--- src/rtl/screen_sequencer.sv ---
// screen_sequencer: title/play/game-over screen FSM with frame-timed fade
// and a registered, brightness-scaled pixel mux.
module screen_sequencer #(
   parameter int FADE_FRAMES = 4,
   parameter int HOLD_FRAMES = 180,
   parameter int LIVES       = 3
) (
   input  logic        vga_clk,
   input  logic        reset,
   input  logic [9:0]  DrawX,
   input  logic [9:0]  DrawY,
   input  logic        blank,
   input  logic        start_key,
   input  logic        player_dead,
   input  logic [11:0] title_rgb,
   input  logic [11:0] game_rgb,
   input  logic [11:0] over_rgb,
   output logic [3:0]  red,
   output logic [3:0]  green,
   output logic [3:0]  blue,
   output logic [2:0]  state,
   output logic [2:0]  lives,
   output logic [3:0]  fade_level
);
   localparam int MAX_FRAMES = (FADE_FRAMES > HOLD_FRAMES) ? FADE_FRAMES : HOLD_FRAMES;
   localparam int CW = ($clog2(MAX_FRAMES + 1) > 8) ? $clog2(MAX_FRAMES + 1) : 8;
   localparam logic [CW-1:0] FADE_LAST = CW'(FADE_FRAMES - 1);
   localparam logic [CW-1:0] HOLD_LAST = CW'(HOLD_FRAMES - 1);

   typedef enum logic [2:0] {
      TITLE       = 3'd0,
      PLAY        = 3'd1,
      GO_FADE_IN  = 3'd2,
      GO_HOLD     = 3'd3,
      GO_FADE_OUT = 3'd4
   } state_t;

   state_t        r_state, w_state_nx;
   logic [2:0]    r_lives, w_lives_nx;
   logic [3:0]    r_fade, w_fade_nx;
   logic [CW-1:0] r_cnt, w_cnt_nx;
   logic          r_key_q;
   logic [11:0]   r_rgb;
   logic          w_tick, w_start_edge, w_over;
   logic [11:0]   w_src, w_pix;
   logic [3:0]    w_scale;

   assign w_tick       = (DrawX == 10'd0) && (DrawY == 10'd0);
   assign w_start_edge = start_key & ~r_key_q;

   // Key register resets high so a key held through reset is not an edge.
   always_ff @(posedge vga_clk) begin
      if (reset) begin
         r_state <= TITLE;
         r_lives <= 3'd0;
         r_fade  <= 4'd0;
         r_cnt   <= '0;
         r_key_q <= 1'b1;
         r_rgb   <= 12'd0;
      end else begin
         r_state <= w_state_nx;
         r_lives <= w_lives_nx;
         r_fade  <= w_fade_nx;
         r_cnt   <= w_cnt_nx;
         r_key_q <= start_key;
         r_rgb   <= blank ? w_pix : 12'd0;
      end
   end

   always_comb begin
      w_state_nx = r_state;
      w_lives_nx = r_lives;
      w_fade_nx  = r_fade;
      w_cnt_nx   = r_cnt;
      case (r_state)
         TITLE: begin
            if (w_start_edge) begin
               w_state_nx = PLAY;
               w_lives_nx = 3'(LIVES);
            end
         end
         PLAY: begin
            if (player_dead) begin
               if (r_lives > 3'd1) begin
                  w_lives_nx = r_lives - 3'd1;
               end else begin
                  w_lives_nx = 3'd0;
                  w_fade_nx  = 4'd0;
                  w_cnt_nx   = '0;
                  w_state_nx = GO_FADE_IN;
               end
            end
         end
         GO_FADE_IN: begin
            if (w_tick) begin
               if (r_cnt == FADE_LAST) begin
                  w_cnt_nx  = '0;
                  w_fade_nx = (r_fade < 4'd8) ? r_fade + 4'd1 : r_fade;
                  if (r_fade >= 4'd7) w_state_nx = GO_HOLD;
               end else begin
                  w_cnt_nx = r_cnt + CW'(1);
               end
            end
         end
         GO_HOLD: begin
            if (w_start_edge) begin
               w_cnt_nx   = '0;
               w_state_nx = GO_FADE_OUT;
            end else if (w_tick) begin
               if (r_cnt == HOLD_LAST) begin
                  w_cnt_nx   = '0;
                  w_state_nx = GO_FADE_OUT;
               end else begin
                  w_cnt_nx = r_cnt + CW'(1);
               end
            end
         end
         GO_FADE_OUT: begin
            if (w_tick) begin
               if (r_cnt == FADE_LAST) begin
                  w_cnt_nx  = '0;
                  w_fade_nx = (r_fade > 4'd0) ? r_fade - 4'd1 : r_fade;
                  if (r_fade <= 4'd1) w_state_nx = TITLE;
               end else begin
                  w_cnt_nx = r_cnt + CW'(1);
               end
            end
         end
         default: w_state_nx = TITLE;
      endcase
   end

   // Full brightness is 8, so scale 8 with >>3 passes a channel unchanged.
   assign w_over  = (r_state != TITLE) && (r_state != PLAY);
   assign w_src   = (r_state == TITLE) ? title_rgb : (r_state == PLAY) ? game_rgb : over_rgb;
   assign w_scale = w_over ? r_fade : 4'd8;
   assign w_pix[11:8] = 4'(({4'd0, w_src[11:8]} * {4'd0, w_scale}) >> 3);
   assign w_pix[7:4]  = 4'(({4'd0, w_src[7:4]}  * {4'd0, w_scale}) >> 3);
   assign w_pix[3:0]  = 4'(({4'd0, w_src[3:0]}  * {4'd0, w_scale}) >> 3);

   assign red        = r_rgb[11:8];
   assign green      = r_rgb[7:4];
   assign blue       = r_rgb[3:0];
   assign state      = r_state;
   assign lives      = r_lives;
   assign fade_level = r_fade;
endmodule

--- config.mk ---
export PLATFORM = sky130hd
export DESIGN_NAME = screen_sequencer
export DESIGN_NICKNAME = d
export VERILOG_FILES = /design/src/rtl/screen_sequencer.sv
export SDC_FILE = /design/constraint.sdc
export NUM_CORES = 1
export LEC_CHECK = 0
export BUFFER_PORTS_ARGS = -buffer_cell sky130_fd_sc_hd__buf_4
export CAP_MARGIN = 25
export CORE_UTILIZATION = 50
export DETAILED_ROUTE_END_ITERATION = 8
export PLACE_DENSITY = 0.86
export SLEW_MARGIN = 25
export SYNTH_ARGS = -nofsm -noshare
export SYNTH_HDL_FRONTEND = slang
export SYNTH_SLANG_ARGS = --single-unit
--- constraint.sdc ---
create_clock -name vga_clk -period 4.6 [get_ports vga_clk]
set_clock_uncertainty 0.2 [all_clocks]
set_input_delay 0.69 -clock vga_clk [delete_from_list [all_inputs] [get_ports vga_clk]]
set_output_delay 0.69 -clock vga_clk [all_outputs]
set_load 0.005 [all_outputs]
==> impl_metrics.toml, run 1 <==
[power]
ir_worst_vdd_v = 0.000272
power_density_nw_per_um2 = 311
p_leak_nw = 1.81

[cts]
htree_levels = 2
clock_sinks = 31
clk_pin_slew_worst_paths_ps = 70
post_cts_buffers = 0
cts-root-buf = "clkbuf_8"
clkLatencyLatePin_ps = 290
cts_resized = 0
numCtsBuffers = 5
cts_tree = "done"
cts_buffer_depth = 2
cts_hold_buf = 0

[final_layout]
final.fill_count = 465
drive_gt1_frac = 0.261
diodes = 0
layout-area-overhead-vs-synth_pct = 26.3
layout.nets = 529

[logic_synthesis]
synth_seq_cells = 31
netlist.area_leader.share = 0.214
avgSynthCellArea_sq_um = 8.25
async_flop_share = 0
syn-cell-area_sq_um = 2900
netlist_instances = 351
synth_area_leaders = "dfxtp_1 21%, ha_1 13%, fa_1 8.3%"
synth_flop_cell = "dfxtp_1"
yosys_warnings = 0
synth_edf_count = 0
syn_nets = 455
netlist-cell-type-count = 56
synth_top_cell_by_area = "dfxtp_1"
ys_seq_area_frac = 0.214

[sta]
rsz0062_at_grt = "false"
fmax_mhz = 243
post-route-period-util = 0.894
post-route-min-period_ps = 4110
finalHoldViolCount = 0
timing.slew.headroom = 0.424
drv_slew = 0
finalSetupTns_ps = 0
setup_viol = 0
tightest_slew_ps = 858
setup_slack_ps = 487

[route]
routedWlPerCell_microns = 15.3
first_pass_iters = 5
vias_per_cell = 5.73
vias = 2854
drtIter0Drc = 225
drc = 0
wirelength_microns = 7640
ant_nets = 0

[worst_setup_path]
path_cells = "or2_2 -> and2_1 -> nand2_1 -> fa_1 -> inv_1 -> fa_1 -> inv_1 -> fa_1 -> inv_1 -> a21o_1 -> a21oi_1 -> xor2_1 -> xnor2_1 -> nor2_1"
start_kind = "register"
cp.arrival_ps = 4090
slowest_delay_ps = 590
cp_max_fo = 43
slowest_stage = "or2_2"
critPathCaptureType = "register"
crit_required_ps = 4580
critPathKind = "reg -> reg"

[placement]
gp_congestion = 0.918
port-buffer-count = 82
post-dp-hpwl_microns = 5880
place_ws_ps = 524

[floorplanning]
design.core.area_sq_um = 5540
die_area_sq_um = 6100
die_y_microns = 78.1
io_pins = 83
fp.dieW_microns = 78.1
start_util = 0.523
row_count = 27

[grt]
grt_pass1_vias = 2714
grt_pass1_wl_microns = 12400
grt_max_degree = 44
grt.total_usage = 0.259
antenna_found_initial = 0
overflow = 0

[job]
maxCapViolations = 0

[min_path]
holdCritPathClass = "reg -> reg"

[status]
outcome = "finished, final reports clean"
==> flip-flops by register name, summed over array words and instances, names as in the netlist <==
name / cells
fade_level: 4
r_key_q: 1
r_cnt: 8
lives: 3
r_rgb: 12
state: 3
==> kinds of logic after synthesis <==
family | share of synthesized area
AND/OR/NAND/NOR | 0.235
AO/OA/AOI/OAI | 0.182
adder cells (fa/ha/maj) | 0.217
buffers and inverters | 0.0579
flip-flops | 0.214
XOR/XNOR | 0.0454
multiplexers | 0.0488
==> final cells by class <==
type,count,area (sq um),area share
multi-input cells,278,2110,0.576
flip-flops and latches,31,621,0.170
well taps,72,90.1,0.0246
inverters,26,97.6,0.0267
clock buffers,6,82.6,0.0226
clock inverters,2,35.0,0.00958
repair buffers,83,623,0.170
==> cells in the mapped netlist, drive strengths merged (6+ instances only) <==
cell type,n
a31oi,6
a21oi,13
nor2,29
and3,23
o21ai,18
ha,31
clkbuf,12
mux2i,13
a21o,10
dfxtp,31
inv,26
nand3,20
xor2,9
xnor2,6
nand2,26
fa,12
==> cells in the final DEF (no fill, tap or decap), drive strengths merged, types with 9 or more instances in the layout <==
cell type / n
nand2: 26
ha: 31
nand3: 20
o21ai: 18
a21oi: 13
fa: 12
mux2i: 13
a21o: 10
inv: 26
and3: 23
buf: 83
xor2: 9
dfxtp: 31
nor2: 29
==> power breakdown <==
group,switching [W],internal [W],total (W),leakage [nW]
registers,0.0000349,0.000296,0.000331,0.252
clock network,0.000113,0.000175,0.000289,0.0612
logic,0.000287,0.000232,0.000519,1.49
total,0.000435,0.000703,0.00114,1.81
==> per-stage QoR <==
| stage | total power, W | area, sq um | std cells | util | hold WS [ps] |
|---|---|---|---|---|---|
| finish | 0.00114 | 3660 | 498 | 0.660 | 332 |
| global route | 0.00121 | 3660 | 498 | 0.660 | 373 |
| CTS | 0.00114 | 3660 | 498 | 0.660 | 330 |
| detailed placement | 0.000847 | 3540 | 490 | 0.639 | 319 |
| global placement | 0.000826 | 3540 | 490 | 0.639 | 296 |
| floorplan | 0.000687 | 2900 | 351 | - | 268 |
==> worst max-delay path, delay by kind of cell, from the launching register on <==
family                   cells  cell delay [ps]
XOR/XNOR                     2              290
AND/OR/NAND/NOR              4             1060
AO/OA/AOI/OAI                2              170
buffers and inverters        3              200
flip-flops                   1              490
adder cells (fa/ha/maj)      3             1560
==> final timing paths <==
| path | from | endpoint | slack (ps) | depth (start not counted) |
|---|---|---|---|---|
| setup / recovery | state[1]$_SDFFE_PP0P_ | r_rgb[11]$_SDFF_PP0_ | 490 | 14 |
| hold / removal | r_cnt[1]$_SDFFE_PP0P_ | r_cnt[1]$_SDFFE_PP0P_ | 330 | 2 |
| setup reg to reg | state[1]$_SDFFE_PP0P_ | r_rgb[11]$_SDFF_PP0_ | 490 | 14 |
| hold reg to reg | r_cnt[1]$_SDFFE_PP0P_ | r_cnt[1]$_SDFFE_PP0P_ | 330 | 2 |
==> routing by layer <==
| layer | GRT usage | wire [microns] |
|---|---|---|
| met2 | 0.433 | 3790 |
| met3 | 0.0349 | 346 |
| met4 | 0.126 | 218 |
| met5 | 0 | 0 |
| met1 | 0.326 | 3290 |
(Power assumes the default switching activity.)
==> run 2, diff against run 1 <==
- CAP_MARGIN: 25 -> unset
- CORE_UTILIZATION: 50 -> 48
- PLACE_DENSITY: 0.86 -> 0.87
- clock period: 4.6 -> 3.7 ns (I/O delays scaled with it)
==> run 2 against run 1 <==
Compared with the run above:
- maximum frequency increased by 18%
- sequential share of layout area decreased by 0.13 points
- register-to-register slack got worse by 260 ps
- setup slack got worse by 260 ps
- cell area increased by 0.99%
- sequential cell count unchanged
- worst hold slack got worse by 70 ps
- largest cell class unchanged
==> impl_metrics.toml, run 2 (synthesized netlist as in run 1, its figures left out) <==
[floorplanning]
row_count = 27
io_pins = 83
design.core.area_sq_um = 5680
die_y_microns = 79.7
start_util = 0.510
fp.dieW_microns = 79.7
die_area_sq_um = 6350

[power]
p_leak_nw = 1.83
switching_share = 0.394
p_switching_w = 0.000530
power_w = 0.00135
ir_worst_vdd_v = 0.000226
power_frac_seq = 0.300
power_density_nw_per_um2 = 365
clkPwrFrac = 0.209
internal-power_w = 0.000816
combPwrFrac = 0.491

[final_layout]
largest_reg_flops = 12
layout-area-overhead-vs-synth_pct = 27.5
final.fill_count = 494
layout.nets = 536
final-seq-area_sq_um = 622
multi_input_area_sq_um = 2120
diodes = 0
drive_gt1_frac = 0.282
final_common_cell = "buf_4"
regMostFlops = "r_rgb"
mostFrequentLayoutCells = "90 x buf_4, 31 x ha_1, 30 x dfxtp_1, 28 x nor2_1"

[route]
drc = 0
routedWlPerCell_microns = 15.0
ant_nets = 0
wirelength_microns = 7580
vias_per_cell = 5.77
vias = 2908
first_pass_iters = 8
drtIter0Drc = 220

[worst_setup_path]
start_kind = "register"
crit_required_ps = 3660
cp_max_fo = 34
path_buf_inv = 3
critPathCaptureType = "register"
slowest_stage = "fa_1"
cp.arrival_ps = 3430
path_cells = "or2_4 -> and2_1 -> nand2_1 -> fa_1 -> inv_1 -> fa_1 -> inv_1 -> fa_2 -> inv_1 -> a21o_1 -> a21oi_1 -> xor2_1 -> xnor2_1 -> nor2_1"
slowest_delay_ps = 510
worst-path-stages = 14
critPathKind = "reg -> reg"
cpLargestDelayFamily = "adder cells"
ff2ff_path_depth = 14
cpMostUsedCell = "inv_1"

[grt]
grt_pass1_vias = 2675
overflow = 0
antenna_found_initial = 0
grt_max_degree = 35
grt_pass1_wl_microns = 12000
grt.total_usage = 0.245

[status]
outcome = "finished, final reports clean"

[cts]
cts-root-buf = "clkbuf_8"
numCtsBuffers = 5
htree_levels = 2
post_cts_buffers = 0
clock_sinks = 31
cts_buffer_depth = 2
clkLatencyLatePin_ps = 290
cts_tree = "done"
clk_pin_slew_worst_paths_ps = 70

[placement]
post-dp-hpwl_microns = 5900
gp_congestion = 0.874
port-buffer-count = 82

[sta]
timing.slew.headroom = 0.658
fin_hold_ws_ps = 261
setup_viol = 0
rsz0062_at_grt = "false"
finalSetupTns_ps = 0
tightest_slew_ps = 512
drv_slew = 0
post-route-period-util = 0.938
post-route-min-period_ps = 3470
finalHoldViolCount = 0
fmax_mhz = 288

[job]
maxCapViolations = 0

[min_path]
holdCritPathClass = "in -> reg"
holdPathStages = 2
## run 2: layout make-up
class	instances	area share
flip-flops and latches	31	0.168
multi-input cells	278	0.574
clock inverters	1	0.00136
clock buffers	6	0.0224
well taps	72	0.0244
repair buffers	90	0.183
inverters	26	0.0264
## run 2: worst paths after layout
kind | start | end | slack [ps]
max reg2reg | state[2]$_SDFFE_PP0P_ | r_rgb[11]$_SDFF_PP0_ | 230
min | start_key | r_key_q$_SDFF_PP1_ | 260
max | state[2]$_SDFFE_PP0P_ | r_rgb[11]$_SDFF_PP0_ | 230
min reg2reg | r_cnt[1]$_SDFFE_PP0P_ | r_cnt[1]$_SDFFE_PP0P_ | 320
## run 2: through the flow
stage	instance area (sq um)	cells	worst slack [ps]	util
final	3690	504	228	0.651
after global routing	3690	504	6.58	0.651
after CTS	3690	504	99.0	0.649
after detailed placement	3600	497	126	0.634
after global placement	3600	497	258	0.634
after floorplan	2940	351	28.9	-
## run 2: routing by layer
layer | up-vias | global-route usage | share of wire | wire [microns]
li1 | 1411 | - | - | -
met1 | 1352 | 0.309 | 0.41 | 3130
met2 | 129 | 0.414 | 0.50 | 3760
met3 | 16 | 0.0411 | 0.072 | 543
met4 | 0 | 0.0927 | 0.020 | 150
met5 | - | 0 | 0 | 0
## run 2: repair_timing
item / CTS / global route
endpoints found under the setup margin: 0 / 3
hold buffers: 0 / 0
gates resized for setup: 0 / 3
## run 2: power by group through the flow
stage / clock (W) / sequential [W] / combinational [W]
after floorplan: 0 / 0.000402 / 0.000477
after global placement: 0 / 0.000408 / 0.000625
after detailed placement: 0 / 0.000410 / 0.000643
after CTS: 0.000281 / 0.000403 / 0.000650
after global routing: 0.000296 / 0.000409 / 0.000733
final: 0.000281 / 0.000404 / 0.000661
